[src/rtl/lsq_ctrl_if.sv]
// Data-memory bus between the load/store queue (master) and the memory port (slave).
// Signal names keep the lsq-side view, so the _o fields are driven by the queue controller.
interface lsq_ctrl_if #(
    parameter int C_XLEN = 32
);
    logic              mem_req_o;
    logic              mem_gnt_i;
    logic              mem_we_o;
    logic [C_XLEN-1:0] mem_addr_o;
    logic [3:0]        mem_be_o;
    logic [C_XLEN-1:0] mem_wdata_o;
    logic              mem_rvalid_i;
    logic [C_XLEN-1:0] mem_rdata_i;

    modport master (
        output mem_req_o, mem_we_o, mem_addr_o, mem_be_o, mem_wdata_o,
        input  mem_gnt_i, mem_rvalid_i, mem_rdata_i
    );

    modport slave (
        input  mem_req_o, mem_we_o, mem_addr_o, mem_be_o, mem_wdata_o,
        output mem_gnt_i, mem_rvalid_i, mem_rdata_i
    );
endinterface

[src/rtl/lsq_ctrl.sv]
// Load/store queue controller: in-order FIFO of ex-stage memory ops, one bus transaction
// outstanding at a time, load data extended and written back to regfile port b.
module lsq_ctrl #(
    parameter int C_XLEN  = 32,
    parameter int C_DEPTH = 4
) (
    input  logic              clk_i,
    input  logic              clk_en_i,
    input  logic              resetb_i,
    input  logic              exs_lsq_push_i,
    output logic              exs_lsq_full_o,
    input  logic              exs_lsq_load_i,
    input  logic [2:0]        exs_lsq_funct3_i,
    input  logic [C_XLEN-1:0] exs_lsq_addr_i,
    input  logic [C_XLEN-1:0] exs_lsq_wdata_i,
    input  logic [4:0]        exs_lsq_regd_addr_i,
    output logic              lsq_empty_o,
    lsq_ctrl_if.master        mem,
    output logic              lsq_reg_wr_o,
    output logic [4:0]        lsq_reg_addr_o,
    output logic [C_XLEN-1:0] lsq_reg_data_o
);

    localparam int PW = $clog2(C_DEPTH);
    localparam int CW = $clog2(C_DEPTH + 1);
    localparam logic [CW-1:0] FULL_COUNT = CW'(C_DEPTH);
    localparam logic [CW-1:0] ONE        = CW'(1);

    typedef enum logic [1:0] {
        IDLE = 2'd0,
        REQ  = 2'd1,
        WAIT = 2'd2
    } state_t;

    state_t state;

    logic              q_load   [C_DEPTH];
    logic [2:0]        q_funct3 [C_DEPTH];
    logic [C_XLEN-1:0] q_addr   [C_DEPTH];
    logic [C_XLEN-1:0] q_wdata  [C_DEPTH];
    logic [4:0]        q_regd   [C_DEPTH];

    logic [PW-1:0] rd_ptr;
    logic [PW-1:0] wr_ptr;
    logic [PW-1:0] rd_ptr_nxt;
    logic [PW-1:0] sel;
    logic [CW-1:0] count;
    logic [CW-1:0] count_nxt;
    logic          push_ok;
    logic          pop;
    logic          head_load;
    logic          load_bus;

    function automatic logic [3:0] lane_be(input logic ld, input logic [2:0] f3, input logic [1:0] off);
        if (ld) return 4'b1111;
        case (f3[1:0])
            2'b00:   return 4'b0001 << off;
            2'b01:   return 4'b0011 << off;
            default: return 4'b1111;
        endcase
    endfunction

    function automatic logic [C_XLEN-1:0] lane_wdata(input logic [2:0] f3, input logic [C_XLEN-1:0] wd);
        case (f3[1:0])
            2'b00:   return {4{wd[7:0]}};
            2'b01:   return {2{wd[15:0]}};
            default: return wd;
        endcase
    endfunction

    function automatic logic [C_XLEN-1:0] load_ext(input logic [2:0] f3, input logic [1:0] off,
                                                   input logic [C_XLEN-1:0] rd);
        logic [C_XLEN-1:0] sh;
        sh = rd >> {off, 3'b000};
        case (f3)
            3'b000:  return {{24{sh[7]}}, sh[7:0]};
            3'b001:  return {{16{sh[15]}}, sh[15:0]};
            3'b100:  return {24'b0, sh[7:0]};
            3'b101:  return {16'b0, sh[15:0]};
            default: return sh;
        endcase
    endfunction

    assign push_ok     = exs_lsq_push_i & ~exs_lsq_full_o;
    assign rd_ptr_nxt  = rd_ptr + 1'b1;
    assign head_load   = q_load[rd_ptr];
    assign pop         = ((state == REQ) && mem.mem_gnt_i && !head_load) ||
                         ((state == WAIT) && mem.mem_rvalid_i);
    // Leaving IDLE presents the head; chaining after a pop presents the entry behind it.
    assign sel         = (state == IDLE) ? rd_ptr : rd_ptr_nxt;
    assign load_bus    = ((state == IDLE) && (count != '0)) || (pop && (count > ONE));
    assign lsq_empty_o = (count == '0) && (state == IDLE);

    always_comb begin
        count_nxt = count;
        if (push_ok && !pop) begin
            count_nxt = count + 1'b1;
        end else if (!push_ok && pop) begin
            count_nxt = count - 1'b1;
        end
    end

    always_ff @(posedge clk_i) begin
        if (clk_en_i && push_ok) begin
            q_load[wr_ptr]   <= exs_lsq_load_i;
            q_funct3[wr_ptr] <= exs_lsq_funct3_i;
            q_addr[wr_ptr]   <= exs_lsq_addr_i;
            q_wdata[wr_ptr]  <= exs_lsq_wdata_i;
            q_regd[wr_ptr]   <= exs_lsq_regd_addr_i;
        end
    end

    always_ff @(posedge clk_i or negedge resetb_i) begin
        if (!resetb_i) begin
            state           <= IDLE;
            rd_ptr          <= '0;
            wr_ptr          <= '0;
            count           <= '0;
            exs_lsq_full_o  <= 1'b0;
            mem.mem_req_o   <= 1'b0;
            mem.mem_we_o    <= 1'b0;
            mem.mem_addr_o  <= '0;
            mem.mem_be_o    <= '0;
            mem.mem_wdata_o <= '0;
            lsq_reg_wr_o    <= 1'b0;
            lsq_reg_addr_o  <= '0;
            lsq_reg_data_o  <= '0;
        end else if (clk_en_i) begin
            count          <= count_nxt;
            exs_lsq_full_o <= (count_nxt == FULL_COUNT);
            if (push_ok) wr_ptr <= wr_ptr + 1'b1;
            if (pop)     rd_ptr <= rd_ptr_nxt;

            if (load_bus) begin
                mem.mem_we_o    <= !q_load[sel];
                mem.mem_addr_o  <= {q_addr[sel][C_XLEN-1:2], 2'b00};
                mem.mem_be_o    <= lane_be(q_load[sel], q_funct3[sel], q_addr[sel][1:0]);
                mem.mem_wdata_o <= lane_wdata(q_funct3[sel], q_wdata[sel]);
            end

            lsq_reg_wr_o <= 1'b0;
            if ((state == WAIT) && mem.mem_rvalid_i) begin
                lsq_reg_wr_o   <= (q_regd[rd_ptr] != 5'd0);
                lsq_reg_addr_o <= q_regd[rd_ptr];
                lsq_reg_data_o <= load_ext(q_funct3[rd_ptr], q_addr[rd_ptr][1:0], mem.mem_rdata_i);
            end

            case (state)
                IDLE: begin
                    if (count != '0) begin
                        state         <= REQ;
                        mem.mem_req_o <= 1'b1;
                    end
                end
                REQ: begin
                    if (mem.mem_gnt_i) begin
                        if (head_load) begin
                            state         <= WAIT;
                            mem.mem_req_o <= 1'b0;
                        end else if (count <= ONE) begin
                            state         <= IDLE;
                            mem.mem_req_o <= 1'b0;
                        end
                    end
                end
                WAIT: begin
                    if (mem.mem_rvalid_i) begin
                        if (count > ONE) begin
                            state         <= REQ;
                            mem.mem_req_o <= 1'b1;
                        end else begin
                            state <= IDLE;
                        end
                    end
                end
                default: begin
                    state         <= IDLE;
                    mem.mem_req_o <= 1'b0;
                end
            endcase
        end
    end

endmodule

[src/flat_wrapper.sv]
// flat-port wrapper written by rule: the top's interface ports become plain ports
module lsq_ctrl_flat 
#(
    parameter int C_XLEN  = 32,
    parameter int C_DEPTH = 4
)
  (clk_i, clk_en_i, resetb_i, exs_lsq_push_i, exs_lsq_full_o, exs_lsq_load_i, exs_lsq_funct3_i, exs_lsq_addr_i, exs_lsq_wdata_i, exs_lsq_regd_addr_i, lsq_empty_o, lsq_reg_wr_o, lsq_reg_addr_o, lsq_reg_data_o, mem_mem_req_o, mem_mem_we_o, mem_mem_addr_o, mem_mem_be_o, mem_mem_wdata_o, mem_mem_gnt_i, mem_mem_rvalid_i, mem_mem_rdata_i);
  lsq_ctrl_if #(.C_XLEN(C_XLEN)) mem_i ();
  input  logic clk_i;
  input  logic clk_en_i;
  input  logic resetb_i;
  input  logic exs_lsq_push_i;
  output logic exs_lsq_full_o;
  input  logic exs_lsq_load_i;
  input  logic [2:0] exs_lsq_funct3_i;
  input  logic [C_XLEN-1:0] exs_lsq_addr_i;
  input  logic [C_XLEN-1:0] exs_lsq_wdata_i;
  input  logic [4:0] exs_lsq_regd_addr_i;
  output logic lsq_empty_o;
  output logic lsq_reg_wr_o;
  output logic [4:0] lsq_reg_addr_o;
  output logic [C_XLEN-1:0] lsq_reg_data_o;
  output wire logic [$bits(mem_i.mem_req_o)-1:0] mem_mem_req_o;
  output wire logic [$bits(mem_i.mem_we_o)-1:0] mem_mem_we_o;
  output wire logic [$bits(mem_i.mem_addr_o)-1:0] mem_mem_addr_o;
  output wire logic [$bits(mem_i.mem_be_o)-1:0] mem_mem_be_o;
  output wire logic [$bits(mem_i.mem_wdata_o)-1:0] mem_mem_wdata_o;
  input wire logic [$bits(mem_i.mem_gnt_i)-1:0] mem_mem_gnt_i;
  input wire logic [$bits(mem_i.mem_rvalid_i)-1:0] mem_mem_rvalid_i;
  input wire logic [$bits(mem_i.mem_rdata_i)-1:0] mem_mem_rdata_i;
  assign mem_mem_req_o = mem_i.mem_req_o;
  assign mem_mem_we_o = mem_i.mem_we_o;
  assign mem_mem_addr_o = mem_i.mem_addr_o;
  assign mem_mem_be_o = mem_i.mem_be_o;
  assign mem_mem_wdata_o = mem_i.mem_wdata_o;
  assign mem_i.mem_gnt_i = mem_mem_gnt_i;
  assign mem_i.mem_rvalid_i = mem_mem_rvalid_i;
  assign mem_i.mem_rdata_i = mem_mem_rdata_i;
  lsq_ctrl #(.C_XLEN(C_XLEN), .C_DEPTH(C_DEPTH)) u_core (.clk_i(clk_i), .clk_en_i(clk_en_i), .resetb_i(resetb_i), .exs_lsq_push_i(exs_lsq_push_i), .exs_lsq_full_o(exs_lsq_full_o), .exs_lsq_load_i(exs_lsq_load_i), .exs_lsq_funct3_i(exs_lsq_funct3_i), .exs_lsq_addr_i(exs_lsq_addr_i), .exs_lsq_wdata_i(exs_lsq_wdata_i), .exs_lsq_regd_addr_i(exs_lsq_regd_addr_i), .lsq_empty_o(lsq_empty_o), .mem(mem_i), .lsq_reg_wr_o(lsq_reg_wr_o), .lsq_reg_addr_o(lsq_reg_addr_o), .lsq_reg_data_o(lsq_reg_data_o));
endmodule
[config.mk]
export PLATFORM = sky130hd
export DESIGN_NAME = lsq_ctrl_flat
export DESIGN_NICKNAME = d
export VERILOG_FILES = /design/src/rtl/lsq_ctrl_if.sv /design/src/rtl/lsq_ctrl.sv /design/src/flat_wrapper.sv
export SDC_FILE = /design/constraint.sdc
export NUM_CORES = 1
export LEC_CHECK = 0
export CAP_MARGIN = 30
export CORE_ASPECT_RATIO = 0.9
export CORE_UTILIZATION = 25
export CTS_CLUSTER_SIZE = 25
export DETAILED_ROUTE_END_ITERATION = 8
export GPL_TIMING_DRIVEN = 0
export SETUP_SLACK_MARGIN = 0.15
export SLEW_MARGIN = 0
export SYNTH_ARGS = -nofsm -noshare
export SYNTH_HDL_FRONTEND = slang
export SYNTH_SLANG_ARGS = --single-unit
export TNS_END_PERCENT = 10
[constraint.sdc]
create_clock -name clk_i -period 5.3 [get_ports clk_i]
set_input_delay 1.06 -clock clk_i [delete_from_list [all_inputs] [get_ports clk_i]]
set_output_delay 1.06 -clock clk_i [all_outputs]
set_load 0.01 [all_outputs]
Word-level counts from Yosys, hierarchy flattened
Memories as Yosys holds them, arrays and structs flattened.
Index checks and enable logic that the tools add are counted.
{"block": "totals", "mem_bits_rw": 292, "output_inout_bits": 110, "mem_bits_ro": 0, "register_bits": 116, "mem_count": 5, "wordCells": 96, "in_bits": 111, "latchBits": 0}
{"name": "u_core.q_addr", "words": 4, "word_bits": 32, "read_ports": 2, "rd_clocked_by_memory_dff": 0, "wr": 1, "line_no": "lsq_ctrl.sv:39", "text": "logic [C_XLEN-1:0] q_addr [C_DEPTH];"}
{"name": "u_core.q_wdata", "words": 4, "word_bits": 32, "read_ports": 1, "rd_clocked_by_memory_dff": 0, "wr": 1, "line_no": "lsq_ctrl.sv:40", "text": "logic [C_XLEN-1:0] q_wdata [C_DEPTH];"}
{"name": "u_core.q_regd", "words": 4, "word_bits": 5, "read_ports": 1, "rd_clocked_by_memory_dff": 0, "wr": 1, "line_no": "lsq_ctrl.sv:41", "text": "logic [4:0] q_regd [C_DEPTH];"}
{"name": "u_core.q_funct3", "words": 4, "word_bits": 3, "read_ports": 2, "rd_clocked_by_memory_dff": 0, "wr": 1, "line_no": "lsq_ctrl.sv:38", "text": "logic [2:0] q_funct3 [C_DEPTH];"}
{"name": "u_core.q_load", "words": 4, "word_bits": 1, "read_ports": 2, "rd_clocked_by_memory_dff": 0, "wr": 1, "line_no": "lsq_ctrl.sv:37", "text": "logic q_load [C_DEPTH];"}
{"block": "classes", "mux": 28, "n_eq_ne": 12, "order_cmp": 2, "bitwise_logic": 2, "add_sub_neg": 4, "div": 0, "n_mul": 0, "shifts": 3, "n_reduce_logical": 27}
{"operator": "one-hot mux 32 bit (4 select lines)", "n": 1}
{"operator": "one-hot mux 32 bit (2 select lines)", "n": 1}
{"operator": "right shift 32 x 5 -> 32 bit", "n": 1}
{"operator": "2-to-1 mux 1 bit", "n": 13}
{"operator": "2-to-1 mux 2 bit", "n": 6}
{"operator": "== test 3 bit (second input constant)", "n": 3}
{"operator": "logical AND 1 bit", "n": 9}
{"operator": "2-to-1 mux 4 bit", "n": 2}
{"operator": "!= test 2 bit (second input constant)", "n": 4}
{"operator": "one-hot mux 4 bit (2 select lines)", "n": 1}
{"operator": "AND reduction 2 bit", "n": 4}
{"operator": "logical NOT 3 bit", "n": 2}
{"operator": "2-to-1 mux 3 bit", "n": 2}
{"operator": "one-hot mux 2 bit (3 select lines)", "n": 1}
{"operator": "AND reduction 6 bit", "n": 1}
{"operator": "AND reduction 5 bit", "n": 1}
{"operator": "nonzero test 5 bit", "n": 1}
{"operator": "adder 2 x 1 -> 2 bit (second input constant)", "n": 2}
{"operator": "== test 2 x 1 -> 1 bit (second input constant)", "n": 2}
{"operator": "logical NOT 1 bit", "n": 4}
{"operator": "logical NOT 2 bit", "n": 2}
{"operator": "left shift 1 x 2 -> 4 bit (first input constant)", "n": 1}
{"operator": "left shift 2 x 2 -> 4 bit (first input constant)", "n": 1}
{"operator": "adder 3 x 1 -> 3 bit (second input constant)", "n": 1}
{"operator": "11 further kinds", "n": 12}

Longest topological paths before layout
Gate-level depths: netlist (run 1).
{"block": "depth", "ltp_word": 9, "ltp_mapped": 11, "depth_no_buf": 7}

Least setup slack after synthesis (run 1)
Ideal clock, no wire load.
{"block": "synth_timing", "path_kind": "input port to flip-flop", "start": "input port clk_en_i", "end": "memory u_core.q_addr[1][0], enable pin", "required_ns": 4.861, "n_path_buf": 2, "setup_slack_ns": 1.475, "setup_ns": 0.439, "arrival_ns": 3.385, "cell_stages": 3, "cell_sequence": "clkbuf_1 clkbuf_1 and3_1"}
{"block": "synth_between", "elab_chain_cells": 3}
{"item": "start, declared", "line_no": "flat_wrapper.sv:10", "text": "input logic clk_en_i;"}
{"item": "logical AND 1 bit", "line_no": "lsq_ctrl.sv:104", "text": "if (clk_en_i && push_ok) begin"}
{"item": "2-to-1 mux 1 bit", "line_no": "lsq_ctrl.sv:104"}
{"item": "2-to-1 mux 1 bit (not written as such)", "line_no": "lsq_ctrl.sv:107", "text": "q_addr[wr_ptr] <= exs_lsq_addr_i;"}
{"item": "end, declared", "line_no": "lsq_ctrl.sv:39"}
No other way between the ends.

Worst setup path after layout (run 1)
{"block": "layout_timing", "start": "input port clk_en_i", "end": "memory u_core.q_addr[1][30], enable pin"}
The elaborated chain is that of the path after synthesis.

==> flow_metrics.py, run 1 <==
metrics = {
    "run_status": {
        "status": "complete, no violations",
    },
    "finish": {
        "post-route-util": 0.329,
        "multi_input_area_um2": 4550,
        "synthToLayoutAreaGrowth_pct": 30.2,
        "drive_gt1_frac": 0.200,
        "regArea_um2": 11700,
        "fill_cells": 6341,
        "num-nets-final": 1368,
    },
    "timing": {
        "setup_viol": 0,
        "fmax_mhz": 292,
        "skew_ns": 0.0465,
        "maxSlewHeadroom": 0.453,
        "finalCritPeriodShare": 0.645,
        "final_hold_viol_count": 0,
        "rsz0062_at_grt": "false",
        "fin_setup_tns_ns": 0,
        "worst_slack_ns": 1.88,
        "fin_crit_ns": 3.42,
        "worstMarginPinSlew_ns": 0.817,
        "final-max-slew-violation-count": 0,
    },
    "die": {
        "die_y_um": 246,
        "core_um2": 65600,
        "num_rows": 89,
        "die_area_um2": 67300,
        "start_util": 0.253,
        "ios": 221,
        "die_w_um": 273,
    },
    "place": {
        "dpl.hpwl_um": 30500,
        "post-place-ws_ns": 1.23,
        "routabilityCongestion": 0.851,
        "numPortBuffers": 218,
    },
    "flow_run": {
        "maxCapViolations": 0,
    },
    "clock_network": {
        "cts_setup_buffers": 0,
        "numCtsBuffers": 44,
        "htree_levels": 2,
        "cts_tree": "done",
        "clk_pin_slew_ns": 0.06,
        "clockBufferDepth": 3,
        "clock-sinks": 408,
        "cts_root_buf": "clkbuf_16",
        "post_cts_resized": 0,
        "clk_latency_ns": 0.60,
        "cts_hold_buf": 0,
    },
    "global_routing": {
        "grt_use_met3": 0.0476,
        "grt_pass1_vias": 10100,
        "grt_pass1_wl_um": 66300,
        "use_met2": 0.219,
        "antenna_found_initial": 7,
        "use_met1": 0.170,
        "overflow": 0,
        "grt_use_total": 0.135,
        "grt_most_used_layer": "met2",
        "grt_max_degree": 85,
    },
    "synth": {
        "synth-async-reset-ratio": 0.284,
        "syn_inst": 978,
        "syn-cell-area_um2": 16600,
        "synth_largest_area_cell": "edfxtp_1",
        "ys_seq_area_frac": 0.704,
        "synthFlopType": "edfxtp_1",
        "avgSynthCellArea_um2": 16.9,
        "synth_cell_type_count": 56,
        "synth_seq_cells": 408,
        "synth_top_area_frac": 0.529,
        "synth_edf_count": 292,
        "synth.area.top_cells": "edfxtp_1, dfrtp_1, mux4_2",
        "synth_warnings": 0,
    },
    "drt": {
        "routed_wl_um": 45500,
        "viasPerCell": 4.55,
        "wl_per_cell_um": 21.2,
        "vias": 9790,
        "route.detailed.drc": 0,
        "ant_nets": 0,
        "dr.first_iter.drc_count": 824,
        "drtPass1Iterations": 7,
    },
    "hold_path": {
        "hp-class": "in2async",
    },
    "power": {
        "netSwitchingFraction": 0.346,
        "seqPwrFrac": 0.326,
        "total_power_mw": 13.6,
        "power_frac_comb": 0.433,
        "p_leak_nw": 7.51,
        "power.density_nw_per_um2": 630,
        "clockPowerShare": 0.240,
        "ir_drop_v": 0.000339,
        "power.switching_mw": 4.71,
        "intPower_mw": 8.89,
    },
    "setup_path": {
        "cp_slowest_stage_delay_ns": 0.78,
        "cp.buffers_inverters": 4,
        "crit_chain": "clkdlybuf4s50_1, clkbuf_1, clkbuf_1, and3_4, buf_16",
        "reg2reg_depth": 6,
        "path_class": "in2reg",
        "cp.depth": 5,
        "cpMostUsedCell": "clkbuf_1",
        "cp-start-kind": "input port",
        "crit_family": "buffers and inverters",
        "critPathArrivalTime_ns": 3.67,
        "critPathMaxFanout": 38,
        "ff2ff_setup_slack_ns": 2.35,
        "endpoint_kind": "register",
        "cp_slowest_cell": "and3_4",
        "required_ns": 5.55,
    },
}
-- Yosys cell counts, drive strengths merged, types with 2 or more instances --
library cell,instances
or4,3
mux2i,27
o21ai,21
a21oi,68
nor3b,2
buf,39
or2,3
a22oi,10
o221ai,5
nand2,79
xnor2,7
a22o,3
mux4,77
edfxtp,292
clkbuf,20
o21bai,2
and2,2
o211ai,8
o31ai,3
nor2,52
nand3b,10
nand2b,6
nor4,3
inv,10
and3,7
nor2b,7
dfrtp,116
ha,8
a31oi,22
mux2,52
-- per-stage QoR --
step	hold slack, ns	instances	instance area, um2
2_1_floorplan	0.498	979	16600
3_3_place_gp	0.466	2061	19800
3_5_place_dp	0.473	2066	20000
4_1_cts	0.363	2148	21500
5_1_grt	0.381	2149	21600
6_report	0.385	2150	21600
-- path summary, 6_finish.rpt --
| path | start | end |
|---|---|---|
| max | clk_en_i | u_core.q_addr[1][30] |
| min | resetb_i | u_core.lsq_reg_data_o[25] |
| max reg2reg | u_core.rd_ptr[0] | u_core.mem.mem_wdata_o[27] |
| min reg2reg | u_core.lsq_reg_data_o[4] | u_core.lsq_reg_data_o[4] |
| max in group asynchronous | resetb_i | u_core.mem.mem_addr_o[17] |
| min in group clk_i | u_core.lsq_reg_data_o[4] | u_core.lsq_reg_data_o[4] |
-- power by group through the flow --
stage,Sequential (mW),Clock (mW),Combinational (mW)
CTS,4.45,3.37,6.02
finish,4.44,3.27,5.89
global placement,4.51,0,5.91
floorplan,4.64,0,3.43
global route,4.51,3.49,6.40
detailed placement,4.50,0,5.99
-- metal layers --
metal | wire length [um] | vias up
met3 | 4170 | 73
met4 | 765 | 12
li1 | - | 4349
met1 | 18800 | 4979
met2 | 21700 | 377
met5 | 84 | -
-- cell type report --
| type | instances | share of cell area |
|---|---|---|
| Sequential cell | 408 | 0.541 |
| Multi-Input combinational cell | 502 | 0.211 |
| Timing Repair Buffer | 224 | 0.108 |
| Clock buffer | 67 | 0.0617 |
| Tap cell | 864 | 0.0501 |
| Buffer | 59 | 0.0156 |
| Clock inverter | 15 | 0.0104 |
| Inverter | 10 | 0.00174 |
| Antenna cell | 1 | 0.000116 |
-- kinds of logic after synthesis --
family	count (synthesis)	synth area share
buffers and inverters	69	0.0226
muxes	156	0.157
AOI/OAI and AO/OA	149	0.0542
DFF	408	0.704
and+or+nand+nor	179	0.0496
other	1	0.000226
xor gates and xnor gates	8	0.00582
adders and majority gates	8	0.00604
-- placed cells by master (no fill, tap or decap), types with 8 or more instances in the layout --
cell type and instances:
edfxtp_1 292, clkdlybuf4s50_1 217, dfrtp_1 116, nand2_1 79, mux4_2 77, a21oi_1 68
mux2_2 52, nor2_1 50, clkbuf_16 46, clkbuf_1 31, mux2i_1 26, buf_2 23
a31oi_1 22, o21ai_0 18, inv_1 10, nand3b_1 10, clkbuf_8 10, buf_4 9
a22oi_1 9, o211ai_1 8, ha_1 8
-- sequential cells by signal (all words and copies together) (netlist names), 5 cells and up --
name                    flops
u_core.lsq_reg_addr_o       5
u_core.lsq_reg_data_o      32
u_core.mem.mem_addr_o      30
u_core.mem.mem_wdata_o     32
u_core.q_addr             128
u_core.q_funct3            12
u_core.q_regd              20
u_core.q_wdata            128
No activity file was read; power rests on OpenSTA's default activity.
==> run 2: changes to the inputs <==
==> constraint.sdc (replaced) <==
create_clock -name clk_i -period 3.47 [get_ports clk_i]
set_input_delay 0.694 -clock clk_i [delete_from_list [all_inputs] [get_ports clk_i]]
set_output_delay 0.694 -clock clk_i [all_outputs]
set_load 0.01 [all_outputs]
==> flow_metrics.py, run 2 (synthesis gave the netlist of run 1 again) <==
metrics = {
    "clock_network": {
        "cts_setup_buffers": 0,
        "cts_root_buf": "clkbuf_16",
        "clockBufferDepth": 3,
        "clock-sinks": 408,
        "cts_tree": "done",
        "numCtsBuffers": 45,
        "post_cts_resized": 0,
        "htree_levels": 2,
        "clk_latency_ns": 0.58,
        "cts_hold_buf": 0,
        "clk_pin_slew_ns": 0.06,
    },
    "die": {
        "die_w_um": 273,
        "ios": 221,
        "die_y_um": 246,
        "core_um2": 65600,
        "start_util": 0.253,
        "die_area_um2": 67300,
        "num_rows": 89,
    },
    "place": {
        "numPortBuffers": 218,
        "place_inst": 2066,
        "dpl.hpwl_um": 30500,
        "placed_cell_area_um2": 20000,
        "post-place-ws_ns": -0.249,
        "routabilityCongestion": 0.851,
    },
    "setup_path": {
        "cp_slowest_cell": "and3_4",
        "reg2reg_depth": 6,
        "crit_chain": "clkdlybuf4s50_1, clkbuf_1, clkbuf_1, and3_4, buf_12",
        "cpMostUsedCell": "clkbuf_1",
        "required_ns": 3.70,
        "critPathMaxFanout": 45,
        "cp-start-kind": "input port",
        "critPathArrivalTime_ns": 3.28,
        "endpoint_kind": "register",
        "path_class": "in2reg",
        "cp_slowest_stage_delay_ns": 0.82,
    },
    "drt": {
        "wl_met3_um": 3900,
        "viasPerCell": 4.52,
        "routed_wl_um": 45200,
        "vias": 9735,
        "met1Wirelength_um": 18900,
        "ant_nets": 0,
        "drtPass1Iterations": 5,
        "top_layer": "met5",
        "wl_per_cell_um": 21.0,
        "wl_met2_um": 21500,
        "dr.first_iter.drc_count": 653,
        "route.detailed.drc": 0,
    },
    "global_routing": {
        "overflow": 0,
        "antenna_found_initial": 11,
        "grt_pass1_vias": 10000,
        "grt_max_degree": 60,
        "grt_pass1_wl_um": 65700,
        "grt_use_total": 0.133,
    },
    "power": {
        "ir_drop_v": 0.000448,
        "total_power_mw": 20.6,
        "power.density_nw_per_um2": 957,
        "p_leak_nw": 7.45,
        "power.switching_mw": 7.14,
        "netSwitchingFraction": 0.347,
        "intPower_mw": 13.4,
        "seqPwrFrac": 0.330,
        "power_frac_comb": 0.436,
        "clockPowerShare": 0.233,
    },
    "finish": {
        "final_cell_mix": "edfxtp_1, clkdlybuf4s50_1, dfrtp_1",
        "drive_gt1_frac": 0.196,
        "mostFrequentLayoutCell": "edfxtp_1",
        "num-nets-final": 1369,
        "post-route-util": 0.328,
        "stdcell_count": 2153,
        "synthToLayoutAreaGrowth_pct": 29.7,
        "final_area_um2": 21500,
        "largestRegisters": "u_core.q_addr (128), u_core.q_wdata (128)",
        "fill_cells": 6374,
    },
    "timing": {
        "final_hold_viol_count": 0,
        "rsz0062_at_grt": "false",
        "skew_ns": 0.0349,
        "final-max-slew-violation-count": 0,
        "holdWs_ns": 0.0941,
        "finalCritPeriodShare": 0.876,
        "fmax_mhz": 329,
        "fin_crit_ns": 3.04,
        "worst_slack_ns": 0.429,
        "worstMarginPinSlew_ns": 0.876,
        "setup_viol": 0,
        "maxSlewHeadroom": 0.414,
        "fin_setup_tns_ns": 0,
    },
    "flow_run": {
        "maxCapViolations": 0,
    },
    "run_status": {
        "status": "complete, no violations",
    },
    "hold_path": {
        "hp-class": "in2async",
    },
}
-- run 2: cell types whose count changed in the layout (fill, tap and decap cells not counted), moves of 2 or more --
cell        delta
clkinv_1       +5
clkbuf_8       -9
clkinvlp_4     +4
diode_2        +2
-- run 2: worst max-delay path, delay by kind of cell --
kind / cells / cell delay (ns)
buf+inv: 4 / 1.71
simple gates: 1 / 0.82
-- run 2: cell type report --
| type | instances | area (um2) | share of cell area |
|---|---|---|---|
| timing repair buffer | 224 | 2330 | 0.108 |
| antenna | 3 | 7.51 | 0.000349 |
| multi-input combinational | 502 | 4550 | 0.212 |
| clock inverter | 25 | 300 | 0.0140 |
| buffer | 59 | 337 | 0.0157 |
| inverter | 10 | 37.5 | 0.00175 |
| clock buffer | 58 | 1180 | 0.0551 |
| sequential | 408 | 11700 | 0.543 |
| tap | 864 | 1080 | 0.0503 |
-- run 2: routing by layer --
metal  global-route usage  vias to the layer above
met5                    0                        -
met4               0.0332                       16
met3               0.0477                       73
met2                0.217                      339
met1                0.167                     4966
li1                     -                     4341
-- run 2: power by group through the flow --
stage	registers (mW)	logic (mW)	clock network, mW
floorplan	7.08	5.24	0
global placement	6.90	8.97	0
detailed placement	6.89	9.12	0
CTS	6.80	9.15	4.95
global route	6.90	9.76	5.14
finish	6.79	8.97	4.80
-- run 2: worst paths after layout --
check                                               from  slack [ns]                    endpoint
max in group asynchronous                       resetb_i        2.58   u_core.mem.mem_addr_o[21]
min in group clk_i              u_core.lsq_reg_addr_o[4]        0.48    u_core.lsq_reg_addr_o[4]
worst min-delay path                            resetb_i        0.09   u_core.lsq_reg_data_o[17]
worst min register to register  u_core.lsq_reg_addr_o[4]        0.48    u_core.lsq_reg_addr_o[4]
worst max-delay path                            clk_en_i        0.43        u_core.q_addr[3][24]
worst max register to register          u_core.rd_ptr[0]        0.52  u_core.mem.mem_wdata_o[27]
